[config.mk]
export PLATFORM = sky130hd
export DESIGN_NAME = mouse_pos_ctl
export DESIGN_NICKNAME = d
export VERILOG_FILES = /design/src/rtl/vga_pkg.sv /design/src/rtl/cell_div.sv /design/src/rtl/mouse_pos_ctl.sv
export SDC_FILE = /design/constraint.sdc
export NUM_CORES = 1
export LEC_CHECK = 0
export CORE_MARGIN = 5
export CORE_UTILIZATION = 55
export CTS_CLUSTER_DIAMETER = 60
export DETAILED_ROUTE_END_ITERATION = 8
export PLACE_DENSITY = 0.85
export SLEW_MARGIN = 30
export SYNTH_ARGS = -nofsm -noshare
export SYNTH_HDL_FRONTEND = slang
export SYNTH_HIERARCHICAL = 1
export SYNTH_SLANG_ARGS = --single-unit
[constraint.sdc]
create_clock -name clk -period 3.4 [get_ports clk]
set_input_delay 0.51 -clock clk [delete_from_list [all_inputs] [get_ports clk]]
set_output_delay 0.51 -clock clk [all_outputs]
set_load 0.1 [all_outputs]
[src/rtl/vga_pkg.sv]
// Shared VGA/board definitions: mouse FSM states and battleship grid geometry.
package vga_pkg;

  typedef enum logic [1:0] {
    StIdle,
    StDiv,
    StPresent,
    StHoldoff
  } mouse_state_t;

  localparam int unsigned BOARD_X0 = 100;
  localparam int unsigned BOARD_Y0 = 100;
  localparam int unsigned CELL     = 40;
  localparam int unsigned N_CELLS  = 10;

endpackage

[src/rtl/cell_div.sv]
// Iterative subtract divider: converts grid-relative x/y offsets to column/row in
// exactly N_CELLS steps after a start pulse, then pulses o_done.
module cell_div #(
  parameter int unsigned CELL    = 40,
  parameter int unsigned N_CELLS = 10
) (
  input  logic        clk,
  input  logic        rst_n,
  input  logic        i_start,
  input  logic [11:0] i_rem_x,
  input  logic [11:0] i_rem_y,
  output logic [3:0]  o_col,
  output logic [3:0]  o_row,
  output logic        o_done
);

  localparam logic [11:0] CellW    = 12'(CELL);
  localparam logic [3:0]  LastIter = 4'(N_CELLS - 1);

  logic [11:0] r_rem_x, r_rem_y;
  logic [3:0]  r_col, r_row, r_iter;
  logic        r_busy, r_done;

  always_ff @(posedge clk or negedge rst_n) begin
    if (!rst_n) begin
      r_rem_x <= '0;
      r_rem_y <= '0;
      r_col   <= '0;
      r_row   <= '0;
      r_iter  <= '0;
      r_busy  <= 1'b0;
      r_done  <= 1'b0;
    end else begin
      r_done <= 1'b0;
      if (i_start) begin
        r_rem_x <= i_rem_x;
        r_rem_y <= i_rem_y;
        r_col   <= '0;
        r_row   <= '0;
        r_iter  <= '0;
        r_busy  <= 1'b1;
      end else if (r_busy) begin
        if (r_rem_x >= CellW) begin
          r_rem_x <= r_rem_x - CellW;
          r_col   <= r_col + 4'd1;
        end
        if (r_rem_y >= CellW) begin
          r_rem_y <= r_rem_y - CellW;
          r_row   <= r_row + 4'd1;
        end
        // Fixed iteration count keeps click-to-valid latency position independent.
        if (r_iter == LastIter) begin
          r_busy <= 1'b0;
          r_done <= 1'b1;
        end
        r_iter <= r_iter + 4'd1;
      end
    end
  end

  assign o_col  = r_col;
  assign o_row  = r_row;
  assign o_done = r_done;

endmodule

[src/rtl/mouse_pos_ctl.sv]
// Clamps MouseCtl position to the visible area and turns left clicks into debounced
// grid-cell selections (valid/ready) or one-cycle miss pulses.
module mouse_pos_ctl #(
  parameter int unsigned X_MAX    = 799,
  parameter int unsigned Y_MAX    = 599,
  parameter int unsigned BOARD_X0 = vga_pkg::BOARD_X0,
  parameter int unsigned BOARD_Y0 = vga_pkg::BOARD_Y0,
  parameter int unsigned CELL     = vga_pkg::CELL,
  parameter int unsigned N_CELLS  = vga_pkg::N_CELLS,
  parameter int unsigned HOLDOFF  = 400_000
) (
  input  logic        clk,
  input  logic        rst_n,
  input  logic [11:0] xpos_in,
  input  logic [11:0] ypos_in,
  input  logic        left_in,
  output logic [11:0] xpos,
  output logic [11:0] ypos,
  output logic        cell_valid,
  input  logic        cell_ready,
  output logic [3:0]  cell_col,
  output logic [3:0]  cell_row,
  output logic        miss_click
);

  import vga_pkg::*;

  localparam logic [11:0] XMaxW  = 12'(X_MAX);
  localparam logic [11:0] YMaxW  = 12'(Y_MAX);
  localparam logic [11:0] GridX0 = 12'(BOARD_X0);
  localparam logic [11:0] GridY0 = 12'(BOARD_Y0);
  localparam logic [11:0] GridX1 = 12'(BOARD_X0 + CELL * N_CELLS);
  localparam logic [11:0] GridY1 = 12'(BOARD_Y0 + CELL * N_CELLS);

  localparam int unsigned     HoldW    = $clog2(HOLDOFF);
  localparam logic [HoldW-1:0] HoldLast = HoldW'(HOLDOFF - 1);

  logic [11:0]      w_x_clamp, w_y_clamp, r_xpos, r_ypos;
  logic             r_left_q, w_click, w_in_grid;
  logic             w_div_start, w_div_done, w_miss_d, r_miss;
  logic [HoldW-1:0] r_hold_cnt;
  mouse_state_t     r_state, w_state_d;

  assign w_x_clamp = (xpos_in > XMaxW) ? XMaxW : xpos_in;
  assign w_y_clamp = (ypos_in > YMaxW) ? YMaxW : ypos_in;
  assign w_click   = left_in & ~r_left_q;
  assign w_in_grid = (w_x_clamp >= GridX0) && (w_x_clamp < GridX1) &&
                     (w_y_clamp >= GridY0) && (w_y_clamp < GridY1);

  always_ff @(posedge clk or negedge rst_n) begin
    if (!rst_n) begin
      r_xpos   <= '0;
      r_ypos   <= '0;
      r_left_q <= 1'b0;
      r_miss   <= 1'b0;
      r_state  <= StIdle;
    end else begin
      r_xpos   <= w_x_clamp;
      r_ypos   <= w_y_clamp;
      r_left_q <= left_in;
      r_miss   <= w_miss_d;
      r_state  <= w_state_d;
    end
  end

  always_comb begin
    w_state_d   = r_state;
    w_div_start = 1'b0;
    w_miss_d    = 1'b0;
    unique case (r_state)
      StIdle: begin
        if (w_click) begin
          if (w_in_grid) begin
            w_div_start = 1'b1;
            w_state_d   = StDiv;
          end else begin
            w_miss_d  = 1'b1;
            w_state_d = StHoldoff;
          end
        end
      end
      StDiv:     if (w_div_done) w_state_d = StPresent;
      StPresent: if (cell_ready) w_state_d = StHoldoff;
      // A still-held button parks here so it cannot retrigger.
      StHoldoff: if ((r_hold_cnt >= HoldLast) && !left_in) w_state_d = StIdle;
      default:   w_state_d = StIdle;
    endcase
  end

  always_ff @(posedge clk or negedge rst_n) begin
    if (!rst_n) begin
      r_hold_cnt <= '0;
    end else if ((w_state_d == StHoldoff) && (r_state != StHoldoff)) begin
      r_hold_cnt <= '0;
    end else if ((r_state == StHoldoff) && (r_hold_cnt != HoldLast)) begin
      r_hold_cnt <= r_hold_cnt + 1'b1;
    end
  end

  cell_div #(
    .CELL    (CELL),
    .N_CELLS (N_CELLS)
  ) u_cell_div (
    .clk     (clk),
    .rst_n   (rst_n),
    .i_start (w_div_start),
    .i_rem_x (w_x_clamp - GridX0),
    .i_rem_y (w_y_clamp - GridY0),
    .o_col   (cell_col),
    .o_row   (cell_row),
    .o_done  (w_div_done)
  );

  assign xpos       = r_xpos;
  assign ypos       = r_ypos;
  assign cell_valid = (r_state == StPresent);
  assign miss_click = r_miss;

endmodule
# [After elaboration in Yosys (flattened, before gate mapping)]
# Index checks and enable logic that the tools add are counted.
# W data, S select, Z words.
[totals] output_inout_bits=34 word_cells=89 in_bits=28 ff_bits=85
[op_classes] add_sub_neg=8 n_eq_ne=7 bitwise_logic=2 n_lt_le_gt_ge=9 n_mux=36 n_reduce_logical=14
[ops] cell="$mux W12" count=8
[ops] cell="$mux W19" count=2
[ops] cell="$mux W4" count=8
[ops] cell="$ge A12 B6 Y1 const B" count=2
[ops] cell="$ge A12 B7 Y1 const B" count=2
[ops] cell="$gt A12 B10 Y1 const B" count=2
[ops] cell="$lt A12 B9 Y1 const B" count=2
[ops] cell="$sub A12 B6 Y12 const B" count=2
[ops] cell="$sub A12 B7 Y12 const B" count=2
[ops] cell="$add A19 B1 Y19 const B" count=1
[ops] cell="$ge A19 B19 Y1 const B" count=1
[ops] cell="$ne A19 B19 Y1 const B" count=1
[ops] cell="$add A4 B1 Y4 const B" count=3
[ops] cell="$mux W1" count=12
[ops] cell="$mux W2" count=5
[ops] cell="$pmux W2 S4" count=1
[ops] cell="$reduce_bool A2 Y1" count=4
[ops] cell="$eq A2 B2 Y1 const B" count=3
[ops] cell="$logic_and A1 B1 Y1" count=6
[ops] cell="$eq A4 B4 Y1 const B" count=1
[ops] cell="$reduce_and A2 Y1" count=2
[ops] cell="$eq A2 B1 Y1 const B" count=1
[ops] cell="$logic_not A2 Y1" count=1
[ops] cell="$ne A2 B2 Y1 const B" count=1
[ops] cell="other kinds (3)" count=3

# [Logic depth before layout (Yosys ltp)]
# Gate-level depths: netlist of the first run.
[depth] word_depth=12 ltp_mapped=17 depth_no_buf=15

# [Modules after synthesis]
# The synthesis of the first run kept the hierarchy.
[modules_own_cells] mod="mouse_pos_ctl" cells_per_inst=250 n_inst=1 area_each_um2=2441.1
[modules_own_cells] mod="cell_div" cells_per_inst=210 n_inst=1 area_each_um2=2025.7

# [Worst setup path before layout of the first run]
# OpenSTA, ideal clock, no wires.
[synth_path] path_kind="input to register" start="in xpos_in[7]" end="reg u_cell_div.r_rem_x[10]" n_path_buf=3 setup_ns=0.110 path_slack_ns=-0.389 arrival_ns=3.679 cell_stages=13 required_time_ns=3.290 path_cell_list="o311ai_0 -> nand2_1 -> nor2_1 -> ha_1 -> or4b_2 -> o21ai_1 -> nand3_1 -> nor2_1 -> clkbuf_1 -> clkbuf_1 -> clkbuf_1 -> a22oi_1 -> o41ai_1"
[synth_between] elab_chain_len=11 elab_cells_between_ends=15
[synth_lines] item="start: declaration" line_no="mouse_pos_ctl.sv:14" text="input logic [11:0] xpos_in,"
[synth_lines] item="$gt A12 B10 Y1" line_no="mouse_pos_ctl.sv:44" text="assign w_x_clamp = (xpos_in > XMaxW) ? XMaxW : xpos_in;"
[synth_lines] item="$mux W12 *" line_no="mouse_pos_ctl.sv:44"
[synth_lines] item="$ge A12 B7 Y1 or $lt A12 B9 Y1 (tied branches)" line_no="mouse_pos_ctl.sv:47" text="assign w_in_grid = (w_x_clamp >= GridX0) && (w_x_clamp < GridX1) &&"
[synth_lines] item="$logic_and A1 B1 Y1 * (2 in series)" line_no="mouse_pos_ctl.sv:47"
[synth_lines] item="$logic_and A1 B1 Y1 *" line_no="mouse_pos_ctl.sv:48" text="(w_y_clamp >= GridY0) && (w_y_clamp < GridY1);"
[synth_lines] item="$mux W1 *" line_no="mouse_pos_ctl.sv:73" text="if (w_in_grid) begin"
[synth_lines] item="$mux W1 *" line_no="mouse_pos_ctl.sv:72" text="if (w_click) begin"
[synth_lines] item="$mux W1 *" line_no="mouse_pos_ctl.sv:70" text="unique case (r_state)"
[synth_lines] item="net w_div_start" line_no="mouse_pos_ctl.sv:40" text="logic w_div_start, w_div_done, w_miss_d, r_miss;"
[synth_lines] item="$reduce_bool A2 Y1 (no line)"
[synth_lines] item="$reduce_and A2 Y1 (no line)"
[synth_lines] item="end signal: assignment" line_no="cell_div.sv:36" text="r_rem_x <= i_rem_x;"
[synth_lines] item="end signal: assignment" line_no="cell_div.sv:44" text="r_rem_x <= r_rem_x - CellW;"
[synth_lines] item="end: declaration" line_no="cell_div.sv:20" text="logic [11:0] r_rem_x, r_rem_y;"
# The timed path passes the listed nets; every way through them passes the cells marked *.
# A chain may end at the register's enable or synchronous reset.

# [Worst setup path after layout of the first run]
[layout_path] start="in ypos_in[7]" end="reg u_cell_div.r_col[3] (netlist: u_cell_div/o_col[3])"
[layout_between] elab_chain_len=10 elab_cells_between_ends=13
[layout_lines] item="start: declaration" line_no="mouse_pos_ctl.sv:15" text="input logic [11:0] ypos_in,"
[layout_lines] item="$gt A12 B10 Y1" line_no="mouse_pos_ctl.sv:45" text="assign w_y_clamp = (ypos_in > YMaxW) ? YMaxW : ypos_in;"
[layout_lines] item="$mux W12 *" line_no="mouse_pos_ctl.sv:45"
[layout_lines] item="$ge A12 B7 Y1" line_no="mouse_pos_ctl.sv:48"
[layout_lines] item="$logic_and A1 B1 Y1" line_no="mouse_pos_ctl.sv:47"
[layout_lines] item="$logic_and A1 B1 Y1 *" line_no="mouse_pos_ctl.sv:48"
[layout_lines] item="$mux W1 *" line_no="mouse_pos_ctl.sv:73"
[layout_lines] item="$mux W1 *" line_no="mouse_pos_ctl.sv:72"
[layout_lines] item="$mux W1 *" line_no="mouse_pos_ctl.sv:70"
[layout_lines] item="net w_div_start" line_no="mouse_pos_ctl.sv:40"
[layout_lines] item="$reduce_bool A2 Y1 (no line)"
[layout_lines] item="$reduce_and A2 Y1 (no line)"
[layout_lines] item="end signal: assignment" line_no="cell_div.sv:45" text="r_col <= r_col + 4'd1;"
[layout_lines] item="end: declaration" line_no="cell_div.sv:21" text="logic [3:0] r_col, r_row, r_iter;"
# Marks and branches as above.

==> run metrics, run 1 <==
area grow syn2layout=33.7%; Sequential cell area=between 2000 and 2500 um^2; layout cells sized above 1=0.201; DRT Wirelength=12400 um; largest family of logic cells by synthesized area=simple AND/OR/NAND/NOR gates; top cell type's share of synthesized area=0.459; IO Count=62; Rel. slew slack=0.328; Post-Syn Area per Cell=9.71 um^2; Clock Tree Buf Depth=2; PwrDens=611 nW/um^2; Fin. Hold Viols=0; fmax=around 290 MHz; final std cells w/o fill=680; top_reg_cell synth=dfrtp_1; DIE AREA=10000 um^2; largest net degree at the start of global routing=83; top post-synthesis cells by area=dfrtp_1, xnor2_1, nor2_1, nor3_1, ha_1; Final min period=3.48 ns; CP Launch Type=primary input; drt drc=0; Final Setup Violations=9; total grt overflow=0; Total GRT Usage=0.232; Final Cycle Share=1.02; Cell Area, Synth=roughly 4500 um^2; Die Ht=100 um; via count=between 4000 and 5000; VDD IR-drop max=0.000747 V; Rows=32; Iter 0 DRT Violations=311; Synth Instances=460; Avg WL per Cell=18.2 um; register area share after synthesis=0.459; FF-to-FF setup slack=1.02 ns; filler instances=490; Diodes inserted=0; Yosys cell types=58; fin util=0.765; number of enable flip-flop cells after synthesis=0; initial antenna violation count=0; mux cell area share after synthesis=0.0165; Post-Synth Adder-Cell Area=0.0308; via/cell ratio=6.01; failing checks=negative setup slack; Yosys reg bits=82; skew final=between 0.01 and 0.015 ns; post-detail-place hpwl=7670 um; Final Net Count=approximately 610; Hold Path Class=primary input to asynchronous set/reset pin; PortBufs=61; most area-hungry cell type in the Yosys netlist=dfrtp_1; die width=100 um; post-synthesis xor/xnor area fraction=0.0686; vias in the first global route=3866; Clock Sinks=82; most frequent cell after synthesis=dfrtp_1; Lkg Pwr=2.54 nW; number of detailed-route iterations in the first pass=5; WS Path Type=primary input to register; first-pass GRT wire length=~19000 um; Core Area=7810 um^2; r2r worst-path depth=7; PnR worst setup slack=-0.0849 ns; Final Wtd Congestion=just under 0.9; Final Max Slew Viols=0; Root Buffer=clkbuf_8; CP arrival=3.73 ns; latest clock arrival within the worst-skew pair=approximately 0.36 ns; clock slew at reported path FFs=approximately 0.080 ns; Post-Synth Simple-Gate Area=0.240; Worst Path Required=3.65 ns; TritonCTS Buffers=9; synth cell count leaders=dfrtp_1, nor2_1, nand2_1; CTS tree=done; # Max-Cap Violations=0; Async S/R FF share, synth=1.00; worst-margin pin slew=1.00 ns; Crit Path Max Fanout=7; status=finished, violations left; Crit. End Element=register; Synth Area in Compound Gates=0.148; Multi-input gate area=2400 um^2; antenna-violating nets left=0; Yosys warning count=6; H-tree Lvls=3; Initial Utilization=0.572; Cells after DPL=649
per-layer routing:
layer | share of wire | track usage
met5 | 0 | 0
met4 | 0.033 | 0.108
met3 | 0.057 | 0.0292
met2 | 0.52 | 0.392
met1 | 0.39 | 0.298
cell type report:
class,count,area share
multi-input combinational,342,0.402
clock buffer,13,0.0283
tap,102,0.0214
timing repair buffer,118,0.186
inverter,21,0.0132
clock inverter,2,0.00587
sequential,82,0.344
cell usage in the layout (no fill, tap or decap), types with 4 or more instances in the layout:
master	netlist	layout
nor2b_1	10	10
inv_1	20	20
conb_1	1	4
or3_1	9	9
mux2i_1	4	4
clkdlybuf4s50_1	0	52
o21ai_1	3	4
dlymetal6s2s_1	0	7
a21oi_1	20	19
nand2b_1	14	14
o211a_1	4	4
nand2_1	30	27
a31oi_1	5	5
and3_1	5	5
a211oi_1	7	4
nor3_1	28	28
clkbuf_8	0	12
o21ai_0	14	12
xor2_1	15	15
buf_4	0	54
nand3b_1	6	6
nor2_1	39	33
xnor2_1	20	20
and2_1	6	6
nand4_1	10	10
a21o_1	4	4
ha_1	11	9
or2_2	4	4
dfrtp_1	82	82
nor4_1	5	4
nand3_1	14	13
cells by family (layout without fill, tap and decap cells):
group	after synthesis	count (layout)
flops	82	82
mux	7	7
buf+inv	39	154
xor+xnor	35	35
fa+ha+maj	11	11
simple gates	196	196
compound gates	89	89
other cells	1	4
worst paths after layout:
kind / from / to
min in group clk: xpos_in[10] / xpos[8]$_DFF_PN0_
max: ypos_in[7] / u_cell_div/o_col[3]$_DFFE_PN0P_
min reg2reg: u_cell_div/o_col[3]$_DFFE_PN0P_ / u_cell_div/o_col[3]$_DFFE_PN0P_
max reg2reg: r_state[1]$_DFF_PN0_ / u_cell_div/r_rem_x[6]$_DFFE_PN0P_
min: rst_n / xpos[11]$_DFF_PN0_
max in group asynchronous: rst_n / u_cell_div/o_row[0]$_DFFE_PN0P_
stage by stage:
stage | power [W] | area [um^2] | TNS (ns) | setup slack, ns | hold WS [ns]
2_1_floorplan | 0.00240 | 4490 | 0 | 0.0356 | 0.214
5_1_grt | 0.00383 | 5970 | -1.84 | -0.225 | 0.250
4_1_cts | 0.00356 | 5720 | 0 | 0.00646 | 0.214
6_report | 0.00365 | 5970 | -0.399 | -0.0849 | 0.180
3_3_place_gp | 0.00275 | 5470 | -5.53 | -0.303 | 0.503
3_5_place_dp | 0.00281 | 5470 | -12.07 | -0.563 | 0.517
worst max-delay path, stage by stage:
cell             delay (ns)
clkdlybuf4s50_1        0.45
nor2_2                 0.15
o21ai_1                0.09
a211oi_2               0.35
nand2_2                0.14
ha_2                   0.23
nand4b_1               0.23
nor2_2                 0.25
nor4_4                 0.07
nand3_2                0.10
nor2_4                 0.08
buf_4                  0.15
a2111oi_4              0.56
a311oi_1               0.19
a21o_1                 0.19
report_power, final:
group / leakage [nW] / switching, W / internal (W) / total, W
clock: 0.106 / 0.000352 / 0.000395 / 0.000747
combinational: 1.46 / 0.000987 / 0.000520 / 0.00151
sequential: 0.974 / 0.000237 / 0.00116 / 0.00140
total: 2.54 / 0.00158 / 0.00208 / 0.00365
registers in the layout, summed over array words and instances, names as in the netlist, 2 cells and up:
| register | cells |
|---|---|
| r_hold_cnt | 19 |
| ypos | 12 |
| xpos | 12 |
| r_state | 2 |
| u_cell_div/o_row | 4 |
| u_cell_div/r_rem_x | 12 |
| u_cell_div/r_rem_y | 9 |
| u_cell_div/o_col | 4 |
| u_cell_div/r_iter | 4 |
what timing repair did:
item	4_1_cts	5_1_grt
gates cloned	0	1
pin swaps	4	14
hold endpoints to repair	0	0
endpoints found under the setup margin	21	26
resized for setup	5	34
hold buffers	0	0
buffers inserted	3	12
(Power assumes the default switching activity.)
==> run 2: changes to the inputs <==
Settings changed: CAP_MARGIN set to 20.
==> results of run 2 <==
Same layout as run 1: the final DEF is identical, and so are final timing and power.
==> run 3: changes to the inputs <==
Settings changed: GPL_ROUTABILITY_DRIVEN set to 0.
==> run 3 against run 2 <==
  * The flow now finishes without violations
  * Highest routed layer unchanged
  * Maximum frequency up 4.7%
  * Global-route usage shrank 1.2 points
  * Critical endpoint unchanged
  * Worst setup slack better by 0.16 ns
  * Register-to-register slack better by 0.12 ns
  * Wire length shrank 12%
  * Clock-buffer cell count did not move
  * Worst hold slack better by 0.020 ns
  * First-iteration DRC count is 39% lower
  * Die area unchanged
  * Power shrank 3.9%
==> run metrics, run 3 (synthesized netlist as in run 1, its figures left out) <==
die width=100 um (unchanged); worst-margin pin slew=0.987 ns (was 1.00 ns); sequential fraction of design power=0.398 (was 0.383); number of detailed-route iterations in the first pass=7 (was 5); PwrDens=606 nW/um^2 (was 611 nW/um^2); Hold Path Class=primary input to asynchronous set/reset pin (unchanged); clock slew at reported path FFs=0.08 ns (about the same); net switching power=0.00154 W (was 0.00158 W); PortBufs=61 (unchanged); CP arrival=3.57 ns (was 3.73 ns); Buf/Inv on CP=3 (was 2); Core Area=7810 um^2 (unchanged); Final Net Count=603 (was 613); final std cells w/o fill=671 (was 680); Final Cycle Share=0.979 (was 1.02); TritonCTS Buffers=9 (unchanged); vias in the first global route=3901 (was 3866); Crit Reg-Reg Endpoint=u_cell_div/o_col[3]$_DFFE_PN0P_ (was u_cell_div/r_rem_x[6]$_DFFE_PN0P_); Rows=32 (unchanged); drt drc=0 (unchanged); layout cells sized above 1=0.174 (was 0.201); total grt overflow=0 (unchanged); r2r worst-path depth=7 (unchanged); slowest cell on the critical path=a2111oi_4 (unchanged); Final Setup Violations=0 (was 9); Final min period=3.33 ns (was 3.48 ns); Initial Utilization=0.572 (unchanged); most common cell after layout, fill and taps aside=dfrtp_1 (unchanged); Fin. Hold Viols=0 (unchanged); highest-count cells in the layout ignoring fill and taps=dfrtp_1, clkdlybuf4s50_1, buf_4, nor2_1, nor3_1 (was dfrtp_1, buf_4, clkdlybuf4s50_1, nor2_1, nor3_1); latest clock arrival within the worst-skew pair=0.35 ns (was 0.36 ns); DIE AREA=10000 um^2 (unchanged); setup tns final=0 ns (was -0.399 ns); skew final=0.00718 ns (was 0.0113 ns); Diodes inserted=0 (unchanged); Clock Sinks=82 (unchanged); max FFs per register=19 (unchanged); status=completed (was finished, violations left); Worst Path Required=3.64 ns (was 3.65 ns); post-detail-place hpwl=7490 um (was 7670 um); CP max stage delay=0.46 ns (was 0.56 ns); via/cell ratio=5.87 (was 6.01); fmax=300 MHz (was 287 MHz); Cells after DPL=648 (was 649); initial antenna violation count=0 (unchanged); Root Buffer=clkbuf_8 (unchanged); largest net degree at the start of global routing=83 (unchanged); # Max-Cap Violations=0 (unchanged); Total GRT Usage=0.221 (was 0.232); Internal Pwr Total=0.00197 W (was 0.00208 W); Avg WL per Cell=16.2 um (was 18.2 um); Multi-input gate area=2370 um^2 (was 2400 um^2); Rel. slew slack=0.340 (was 0.328); critical path, cell by cell=clkdlybuf4s50_1 -> nor2_2 -> o21ai_0 -> a211oi_2 -> nand2_2 -> ha_1 -> nand4b_1 -> nor2_2 -> nor4_2 -> nand3_2 -> nor2_4 -> buf_4 -> a2111oi_4 -> buf_4 -> a311oi_1 -> a21o_1 (was clkdlybuf4s50_1 -> nor2_2 -> o21ai_1 -> a211oi_2 -> nand2_2 -> ha_2 -> nand4b_1 -> nor2_2 -> nor4_4 -> nand3_2 -> nor2_4 -> buf_4 -> a2111oi_4 -> a311oi_1 -> a21o_1); antenna-violating nets left=0 (unchanged); H-tree Lvls=3 (unchanged); Iter 0 DRT Violations=190 (was 311); combinational power share=0.426 (was 0.413); DRT Wirelength=10900 um (was 12400 um); Clk pwr share=0.176 (was 0.205); Crit. End Element=register (unchanged); crit path from=ypos_in[8] (was ypos_in[7]); via count=3941 (was 4085); filler instances=528 (was 490); Clock Tree Buf Depth=2 (unchanged); switch share=0.438 (was 0.432); VDD IR-drop max=0.000697 V (was 0.000747 V); FF-to-FF setup slack=1.14 ns (was 1.02 ns); Crit Path Max Fanout=6 (was 7); CP Launch Type=primary input (unchanged); area grow syn2layout=29.5% (was 33.7%); CP delay by family, top=compound AO/OA/AOI/OAI gates (unchanged); CTS tree=done (unchanged); RSZ-0062 raised after global routing=true; IO Count=62 (unchanged); WS Path Type=primary input to register (unchanged); worst reg2reg startpoint=r_state[1]$_DFF_PN0_ (unchanged); first-pass GRT wire length=18100 um (was 18800 um); Post-CTS Hold Fix Bufs=0 (unchanged); Lkg Pwr=2.43 nW (was 2.54 nW); Sequential cell area=2050 um^2 (unchanged); Die Ht=100 um (unchanged); Fin Hold WS=0.200 ns (was 0.180 ns); Final Max Slew Viols=0 (unchanged); Top reg by flops=r_hold_cnt (unchanged)
run 3: through the flow:
| stage | instance area (um^2) | setup WS, ns | power, W | util |
|---|---|---|---|---|
| finish | 5780 | 0.0702 | 0.00351 | 0.741 |
| global route | 5780 | -0.0778 | 0.00372 | 0.741 |
| CTS | 5630 | 0.0105 | 0.00343 | 0.721 |
| detailed placement | 5460 | -0.459 | 0.00281 | 0.700 |
| global placement | 5460 | -0.308 | 0.00276 | 0.699 |
| floorplan | 4490 | 0.0356 | 0.00240 | - |
run 3: timing repair:
| item | 4_1_cts | 5_1_grt |
|---|---|---|
| hold endpoints to repair | 0 | 0 |
| setup buffers | 0 | 7 |
| gates resized for setup | 1 | 22 |
| gates cloned | 0 | 0 |
| pin swaps | 2 | 9 |
| endpoints found under the setup margin | 10 | 23 |
run 3: layout make-up:
cell class                 count  share of cell area
timing repair buffer         108               0.171
clock buffer                  13              0.0257
tap                          102              0.0221
sequential                    82               0.355
clock inverter                 3             0.00260
inverter                      21              0.0136
multi-input combinational    342               0.410
run 3: how the worst max path moves through the flow:
stage / endpoint / slack [ns] / cells after the start
2_1_floorplan: u_cell_div/r_rem_x[0]$_DFFE_PN0P_ / 0.04 / 11
3_3_place_gp: u_cell_div/r_rem_x[3]$_DFFE_PN0P_ / -0.31 / 14
3_5_place_dp: u_cell_div/r_rem_x[3]$_DFFE_PN0P_ / -0.46 / 14
4_1_cts: u_cell_div/r_rem_x[6]$_DFFE_PN0P_ / 0.01 / 14
5_1_grt: u_cell_div/o_col[3]$_DFFE_PN0P_ / -0.08 / 17
6_report: u_cell_div/o_col[3]$_DFFE_PN0P_ / 0.07 / 16
run 3: layer usage:
metal / track usage / part of all wire / vias to the layer above
met1: 0.290 / 0.42 / 1935
li1: - / - / 1848
met2: 0.365 / 0.51 / 142
met5: 0 / 0 / -
met3: 0.0452 / 0.048 / 16
met4: 0.0746 / 0.014 / 0
run 3: power groups by stage:
stage / Clock (W) / Combinational (W) / Sequential (W)
2_1_floorplan: 0 / 0.000679 / 0.00173
3_3_place_gp: 0 / 0.00137 / 0.00139
3_5_place_dp: 0 / 0.00141 / 0.00140
4_1_cts: 0.000628 / 0.00142 / 0.00139
5_1_grt: 0.000685 / 0.00162 / 0.00142
6_report: 0.000619 / 0.00149 / 0.00140
